### config.mk
export PLATFORM = sky130hd
export DESIGN_NAME = dispatch_queue_allocator
export DESIGN_NICKNAME = d
export VERILOG_FILES = /design/src/rtl/dispatch_queue_allocator.sv
export SDC_FILE = /design/constraint.sdc
export NUM_CORES = 2
export LEC_CHECK = 0
export CAP_MARGIN = 20
export CORE_MARGIN = 4
export CORE_UTILIZATION = 30
export CTS_CLUSTER_DIAMETER = 50
export DETAILED_ROUTE_END_ITERATION = 6
export GPL_TIMING_DRIVEN = 0
export HOLD_SLACK_MARGIN = 0.08
export SLEW_MARGIN = 5
export SYNTH_ARGS = -nofsm -noshare
export SYNTH_HDL_FRONTEND = slang
export SYNTH_SLANG_ARGS = --single-unit
### constraint.sdc
create_clock -name clk -period 4.4 [get_ports clk]
set_input_delay 0.44 -clock clk [delete_from_list [all_inputs] [get_ports clk]]
set_output_delay 0.44 -clock clk [all_outputs]
set_load 0.02 [all_outputs]
### src/rtl/dispatch_queue_allocator.sv
// In-order dispatch queue: buffers decoded entries, snoops writeback ports to
// wake operands, and issues the head to a free ALU, the LS unit or the branch unit.

module dispatch_queue_wake #(
   parameter int XLEN   = 32,
   parameter int TAG_W  = 4,
   parameter int RA_W   = 5,
   parameter int NUM_WB = 3
) (
   input  logic [NUM_WB-1:0]      wb_en,
   input  logic [NUM_WB*RA_W-1:0] wb_addr,
   input  logic [NUM_WB*XLEN-1:0] wb_data,
   input  logic [TAG_W-1:0]       tagx,
   input  logic [TAG_W-1:0]       tagy,
   input  logic [TAG_W-1:0]       tagw,
   input  logic [RA_W-1:0]        addrx,
   input  logic [RA_W-1:0]        addry,
   input  logic [RA_W-1:0]        addrw,
   input  logic [XLEN-1:0]        datax,
   input  logic [XLEN-1:0]        datay,
   output logic [TAG_W-1:0]       wk_tagx,
   output logic [TAG_W-1:0]       wk_tagy,
   output logic [TAG_W-1:0]       wk_tagw,
   output logic [XLEN-1:0]        wk_datax,
   output logic [XLEN-1:0]        wk_datay
);

   // Scan from the highest port down so the lowest matching port wins.
   always_comb begin
      wk_tagx  = tagx;
      wk_tagy  = tagy;
      wk_tagw  = tagw;
      wk_datax = datax;
      wk_datay = datay;
      for (int i = NUM_WB-1; i >= 0; i--) begin
         if (wb_en[i] && tagx != '0 && addrx != '0 && wb_addr[i*RA_W +: RA_W] == addrx) begin
            wk_tagx  = '0;
            wk_datax = wb_data[i*XLEN +: XLEN];
         end
         if (wb_en[i] && tagy != '0 && addry != '0 && wb_addr[i*RA_W +: RA_W] == addry) begin
            wk_tagy  = '0;
            wk_datay = wb_data[i*XLEN +: XLEN];
         end
         if (wb_en[i] && tagw != '0 && addrw != '0 && wb_addr[i*RA_W +: RA_W] == addrw)
            wk_tagw = '0;
      end
   end

endmodule

module dispatch_queue_allocator #(
   parameter int XLEN    = 32,
   parameter int OP_W    = 8,
   parameter int TAG_W   = 4,
   parameter int RA_W    = 5,
   parameter int DEPTH   = 4,
   parameter int NUM_ALU = 2,
   parameter int NUM_WB  = 3
) (
   input  logic                   clk,
   input  logic                   rst,
   input  logic                   rdy,
   input  logic                   flush_in,
   input  logic                   in_valid,
   output logic                   in_ready,
   input  logic [OP_W-1:0]        in_op,
   input  logic [XLEN-1:0]        in_pc,
   input  logic [XLEN-1:0]        in_imm,
   input  logic [XLEN-1:0]        in_datax,
   input  logic [XLEN-1:0]        in_datay,
   input  logic [TAG_W-1:0]       in_tagx,
   input  logic [TAG_W-1:0]       in_tagy,
   input  logic [TAG_W-1:0]       in_tagw,
   input  logic [RA_W-1:0]        in_addrx,
   input  logic [RA_W-1:0]        in_addry,
   input  logic [RA_W-1:0]        in_addrw,
   input  logic [NUM_WB-1:0]      wb_en,
   input  logic [NUM_WB*RA_W-1:0] wb_addr,
   input  logic [NUM_WB*XLEN-1:0] wb_data,
   input  logic [NUM_ALU-1:0]     alu_busy,
   input  logic                   ls_busy,
   input  logic                   br_busy,
   output logic [NUM_ALU-1:0]     alu_en,
   output logic                   ls_en,
   output logic                   br_en,
   output logic [3:0]             iss_op,
   output logic [XLEN-1:0]        iss_pc,
   output logic [XLEN-1:0]        iss_imm,
   output logic [XLEN-1:0]        iss_datax,
   output logic [XLEN-1:0]        iss_datay,
   output logic [TAG_W-1:0]       iss_tagx,
   output logic [TAG_W-1:0]       iss_tagy,
   output logic [TAG_W-1:0]       iss_tagw,
   output logic [RA_W-1:0]        iss_addrx,
   output logic [RA_W-1:0]        iss_addry,
   output logic [RA_W-1:0]        iss_addrw,
   output logic                   ren_en,
   output logic [RA_W-1:0]        ren_addr,
   output logic [TAG_W-1:0]       ren_tag
);

   localparam int PW = $clog2(DEPTH);
   localparam int CW = PW + 1;

   typedef struct packed {
      logic [OP_W-1:0]  op;
      logic [XLEN-1:0]  pc;
      logic [XLEN-1:0]  imm;
      logic [XLEN-1:0]  datax;
      logic [XLEN-1:0]  datay;
      logic [TAG_W-1:0] tagx;
      logic [TAG_W-1:0] tagy;
      logic [TAG_W-1:0] tagw;
      logic [RA_W-1:0]  addrx;
      logic [RA_W-1:0]  addry;
      logic [RA_W-1:0]  addrw;
   } entry_t;

   entry_t           q   [DEPTH];
   entry_t           src [DEPTH+1];
   entry_t           wk  [DEPTH+1];
   logic [TAG_W-1:0] wk_tagx  [DEPTH+1];
   logic [TAG_W-1:0] wk_tagy  [DEPTH+1];
   logic [TAG_W-1:0] wk_tagw  [DEPTH+1];
   logic [XLEN-1:0]  wk_datax [DEPTH+1];
   logic [XLEN-1:0]  wk_datay [DEPTH+1];

   logic [PW-1:0] rd_ptr, wr_ptr;
   logic [CW-1:0] count;
   logic          nonempty, act, push, pop, found;
   logic [3:0]    cls;
   logic          is_alu, is_ls, is_ld, is_br;
   entry_t        h;

   // Slot DEPTH carries the incoming entry so pushes are bypassed like queued ones.
   always_comb begin
      for (int i = 0; i < DEPTH; i++) src[i] = q[i];
      src[DEPTH].op    = in_op;
      src[DEPTH].pc    = in_pc;
      src[DEPTH].imm   = in_imm;
      src[DEPTH].datax = in_datax;
      src[DEPTH].datay = in_datay;
      src[DEPTH].tagx  = in_tagx;
      src[DEPTH].tagy  = in_tagy;
      src[DEPTH].tagw  = in_tagw;
      src[DEPTH].addrx = in_addrx;
      src[DEPTH].addry = in_addry;
      src[DEPTH].addrw = in_addrw;
   end

   for (genvar g = 0; g <= DEPTH; g++) begin : g_wake
      dispatch_queue_wake #(
         .XLEN(XLEN), .TAG_W(TAG_W), .RA_W(RA_W), .NUM_WB(NUM_WB)
      ) u_wake (
         .wb_en   (wb_en),
         .wb_addr (wb_addr),
         .wb_data (wb_data),
         .tagx    (src[g].tagx),
         .tagy    (src[g].tagy),
         .tagw    (src[g].tagw),
         .addrx   (src[g].addrx),
         .addry   (src[g].addry),
         .addrw   (src[g].addrw),
         .datax   (src[g].datax),
         .datay   (src[g].datay),
         .wk_tagx (wk_tagx[g]),
         .wk_tagy (wk_tagy[g]),
         .wk_tagw (wk_tagw[g]),
         .wk_datax(wk_datax[g]),
         .wk_datay(wk_datay[g])
      );
   end

   always_comb begin
      for (int i = 0; i <= DEPTH; i++) begin
         wk[i]       = src[i];
         wk[i].tagx  = wk_tagx[i];
         wk[i].tagy  = wk_tagy[i];
         wk[i].tagw  = wk_tagw[i];
         wk[i].datax = wk_datax[i];
         wk[i].datay = wk_datay[i];
      end
   end

   assign h        = wk[{1'b0, rd_ptr}];
   assign nonempty = (count != '0);
   assign in_ready = (count != CW'(DEPTH));
   assign act      = rdy && !flush_in && nonempty;
   assign push     = in_valid && in_ready && rdy && !flush_in;
   assign cls      = h.op[7:4];

   always_comb begin
      is_alu = (cls == 4'h1) || (cls == 4'h2) || (cls == 4'h5) || (cls == 4'hD);
      is_ld  = (cls == 4'h9);
      is_ls  = (cls == 4'h3) || is_ld;
      is_br  = (cls == 4'h4);
   end

   always_comb begin
      alu_en  = '0;
      ls_en   = 1'b0;
      br_en   = 1'b0;
      ren_en  = 1'b0;
      ren_tag = '0;
      pop     = 1'b0;
      found   = 1'b0;
      if (act) begin
         if (is_alu) begin
            for (int i = 0; i < NUM_ALU; i++) begin
               if (!found && !alu_busy[i]) begin
                  alu_en[i] = 1'b1;
                  ren_en    = 1'b1;
                  ren_tag   = TAG_W'(i + 1);
                  found     = 1'b1;
               end
            end
            pop = found;
         end else if (is_ls) begin
            if (!ls_busy) begin
               ls_en = 1'b1;
               pop   = 1'b1;
               if (is_ld) begin
                  ren_en  = 1'b1;
                  ren_tag = TAG_W'(NUM_ALU + 1);
               end
            end
         end else if (is_br) begin
            if (!br_busy) begin
               br_en = 1'b1;
               pop   = 1'b1;
            end
         end else begin
            pop = 1'b1;
         end
      end
   end

   // Payload reads as zero while empty so stale storage never leaks out.
   always_comb begin
      iss_op    = '0;
      iss_pc    = '0;
      iss_imm   = '0;
      iss_datax = '0;
      iss_datay = '0;
      iss_tagx  = '0;
      iss_tagy  = '0;
      iss_tagw  = '0;
      iss_addrx = '0;
      iss_addry = '0;
      iss_addrw = '0;
      ren_addr  = '0;
      if (nonempty) begin
         iss_op    = h.op[3:0];
         iss_pc    = h.pc;
         iss_imm   = h.imm;
         iss_datax = h.datax;
         iss_datay = h.datay;
         iss_tagx  = h.tagx;
         iss_tagy  = h.tagy;
         iss_tagw  = (is_ls && !is_ld) ? '0 : h.tagw;
         iss_addrx = h.addrx;
         iss_addry = h.addry;
         iss_addrw = h.addrw;
         ren_addr  = h.addrw;
      end
   end

   always_ff @(posedge clk or negedge rst) begin
      if (!rst) begin
         count  <= '0;
         rd_ptr <= '0;
         wr_ptr <= '0;
         for (int i = 0; i < DEPTH; i++) q[i] <= '0;
      end else if (flush_in) begin
         count  <= '0;
         rd_ptr <= '0;
         wr_ptr <= '0;
      end else if (rdy) begin
         for (int i = 0; i < DEPTH; i++) q[i] <= wk[i];
         if (push) begin
            q[wr_ptr] <= wk[DEPTH];
            wr_ptr    <= wr_ptr + 1'b1;
         end
         if (pop) rd_ptr <= rd_ptr + 1'b1;
         count <= count + CW'(push) - CW'(pop);
      end
   end

endmodule
==> out/metrics.csv <==
metric;value;unit
CP max-delay cell;or4_1;
layout cells sized above 1;17.7;%
final worst setup slack;-0.0125;ns
CP most frequent cell;buf_6;
Fmax;0.227;GHz
Layout area overhead;26.4;%
Max-slew headroom;15.5;%
Final HPWL DP;193;mm
Pwr Total;25.1;mW
slew at the pin closest to its max-slew limit;1.27;ns
CTS tree;done;
vias in the first global route;49077;
Num CTS Buffers;108;
Tmin final;4.41;ns
GPL Wtd Cong;1.03;
hold crit path type;primary input to register;
Core Rows;144;
required time worst endpoint;3.96;ns
worst-path maximum fanout;10;
vias per inst;6.05;
Sink Count;659;
final setup fails;1;
NumNets Final;6400;
RSZ-0062 raised after global routing;true;
Final Slew Violations;0;
register bit total from synthesis;659;
DRT Pass-1 Iters;7;
Die Span Y;402;um
Seq/Total Area, Yosys;35.4;%
Finished Core Util;38.2;%
area of the multi-input gates;27800;um2
Routed WL;264;mm
Congestion Overflow GR;0;
Reg area;16500;um2
H-tree levels;3;
Critical Path AT;3.97;ns
Top FF cell, synth;dfrtp_1;
core area;154000;um2
commonest non-fill, non-tap cell in the layout;nand2_1;
initial antenna violation count;40;
PwrDens;426;nW/um2
Critical path buffers and inverters;4;
clock latency on the worst-skew pair;0.77;ns
post-route ant nets;0;
first-pass GRT wire length;368;mm
Die Width;402;um
CP startpoint kind;register;
GR Util All Layers;31.3;%
die area;162000;um2
Slowest Stage Delay on Critical Path;0.60;ns
Crit path max-delay family;buffers and inverters;
crit-path cells;buf_2 -> or4_1 -> o21ai_4 -> or3_1 -> buf_6 -> buf_6 -> nor2_1 -> a211oi_1 -> a21oi_1 -> o221ai_2 -> clkdlybuf4s15_2;
Warnings, synthesis;0;
reg2reg start;rd_ptr[0];
status;finished, violations left;
number of max-cap violations;0;
routed wire length per instance;31.9;um
Final Hold Viols;0;
Post-synth EDFFs;0;
CTS Buffer Depth;3;
FFs w/ async S/R, synth;100;%
most frequent cells in the layout;1337 x nand2_1, 651 x dfrtp_1, 588 x nor2_1;
Final Cycle Share;100;%
1st-iter DRT viols;6384;
WS Path Type;register to primary output;
clk slew on worst S/H paths;0.06;ns
Setup crit end kind;primary output;
failing checks;DRC, setup timing;
leakage power;24.6;nW
synth unique cells;93;
layout filler cell count;15766;
largest net degree at the start of global routing;109;
hold_sp;in_addrw[2];
Avg Cell Area, Syn;8.37;um2
Worst VDD drop;0.000318;V
I/O pin count;460;
Cell Area, Synth;46600;um2
crit path from;q[11];
Initial Util;30.2;%
Buffers on Ports;393;
skew final;0.0408;ns
clock root cell;clkbuf_16;
DR vias;50024;
DRC viols;1;
Gate Count Post-Synth;5563;
## synthesized netlist by cell type, drive strengths merged, types with 31 or more instances
master	count	area, um2
and2	91	569
o21bai	31	233
a311oi	57	699
xnor2	136	1200
mux4	87	1960
o21ai	74	438
dfrtp	659	16500
nor3	94	500
mux2i	242	2420
nand2	1338	5030
nor4	64	470
a221oi	148	1650
inv	46	173
buf	295	1790
nand3	38	220
a2111oi	31	360
a211oi	463	3760
xor2	94	823
a21oi	278	1480
a31oi	44	275
o221ai	63	552
clkbuf	363	1360
o22ai	32	200
or4	34	278
a22o	35	307
nor2	591	2220
## through the flow
stage | setup slack (ns) | hold WS [ns] | cell area [um2] | cells | setup TNS (ns)
floorplan | 1.18 | 0.144 | 46600 | 5564 | 0
global placement | -29.62 | 0.452 | 53100 | 8001 | -
detailed placement | -1.33 | 0.415 | 53500 | 8027 | -71.77
CTS | 0.000310 | 0.0828 | 58500 | 8242 | 0
global route | -0.0677 | 0.123 | 58800 | 8248 | -0.0740
finish | -0.0125 | 0.119 | 58900 | 8266 | -0.0125
## area by class of cell
class | instances | area share, %
Multi-Input combinational cell | 4200 | 47.1
Clock inverter | 75 | 1.65
Inverter | 47 | 0.302
Clock buffer | 131 | 5.03
Timing Repair Buffer | 457 | 7.65
Antenna cell | 19 | 0.0807
Buffer | 634 | 5.78
Sequential cell | 659 | 28.0
Tap cell | 2044 | 4.34
## kinds of logic after synthesis
logic type | synth area share [%]
compound gates | 22.3
xor+xnor | 4.34
fa+ha+maj | 0.204
buf+inv | 7.15
flops | 35.4
mux | 9.51
other cells | 0.00805
simple gates | 21.1
## repair_timing
action                                  in CTS  in global routing
setup buffers                               16                  8
endpoints found under the setup margin     161                 85
cloned                                       0                  0
pin swaps                                   17                 27
gates resized for setup                    376                195
endpoints found under the hold margin       87                  0
hold buffers                                12                  0
## worst min-delay path: stages
cell and delay, ns:
clkbuf_1 0.23, nand2_1 0.12, nand2_1 0.04
## flip-flops by register name, indices dropped and copies added, names as in the netlist
name	flops
wr_ptr	2
q	652
rd_ptr	2
count	3
## where the power goes
part	switching, mW	internal (mW)	total, mW
clock	3.61	5.74	9.36
sequential	0.826	7.41	8.23
combinational	4.45	3.04	7.49
total	8.88	16.2	25.1
## worst paths after layout
path / depth (start not counted) / slack, ns / to
worst max-delay path: 11 / -0.01 / iss_datax[29]
max in group asynchronous: 4 / 2.64 / q[108]
worst max register to register: 15 / 0.52 / count[2]
worst min register to register: 2 / 0.47 / q[116]
worst min-delay path: 3 / 0.12 / q[491]
min in group asynchronous: 2 / 0.25 / q[228]
## per-layer routing
metal / up-vias / routed length [um] / global-route usage [%]
met5: - / 178 / 0
met4: 28 / 19900 / 19.5
met3: 992 / 33500 / 11.7
met2: 3755 / 111000 / 46.4
met1: 24387 / 98600 / 38.5
li1: 20862 / - / -
Power figures use the tool's default switching activity.
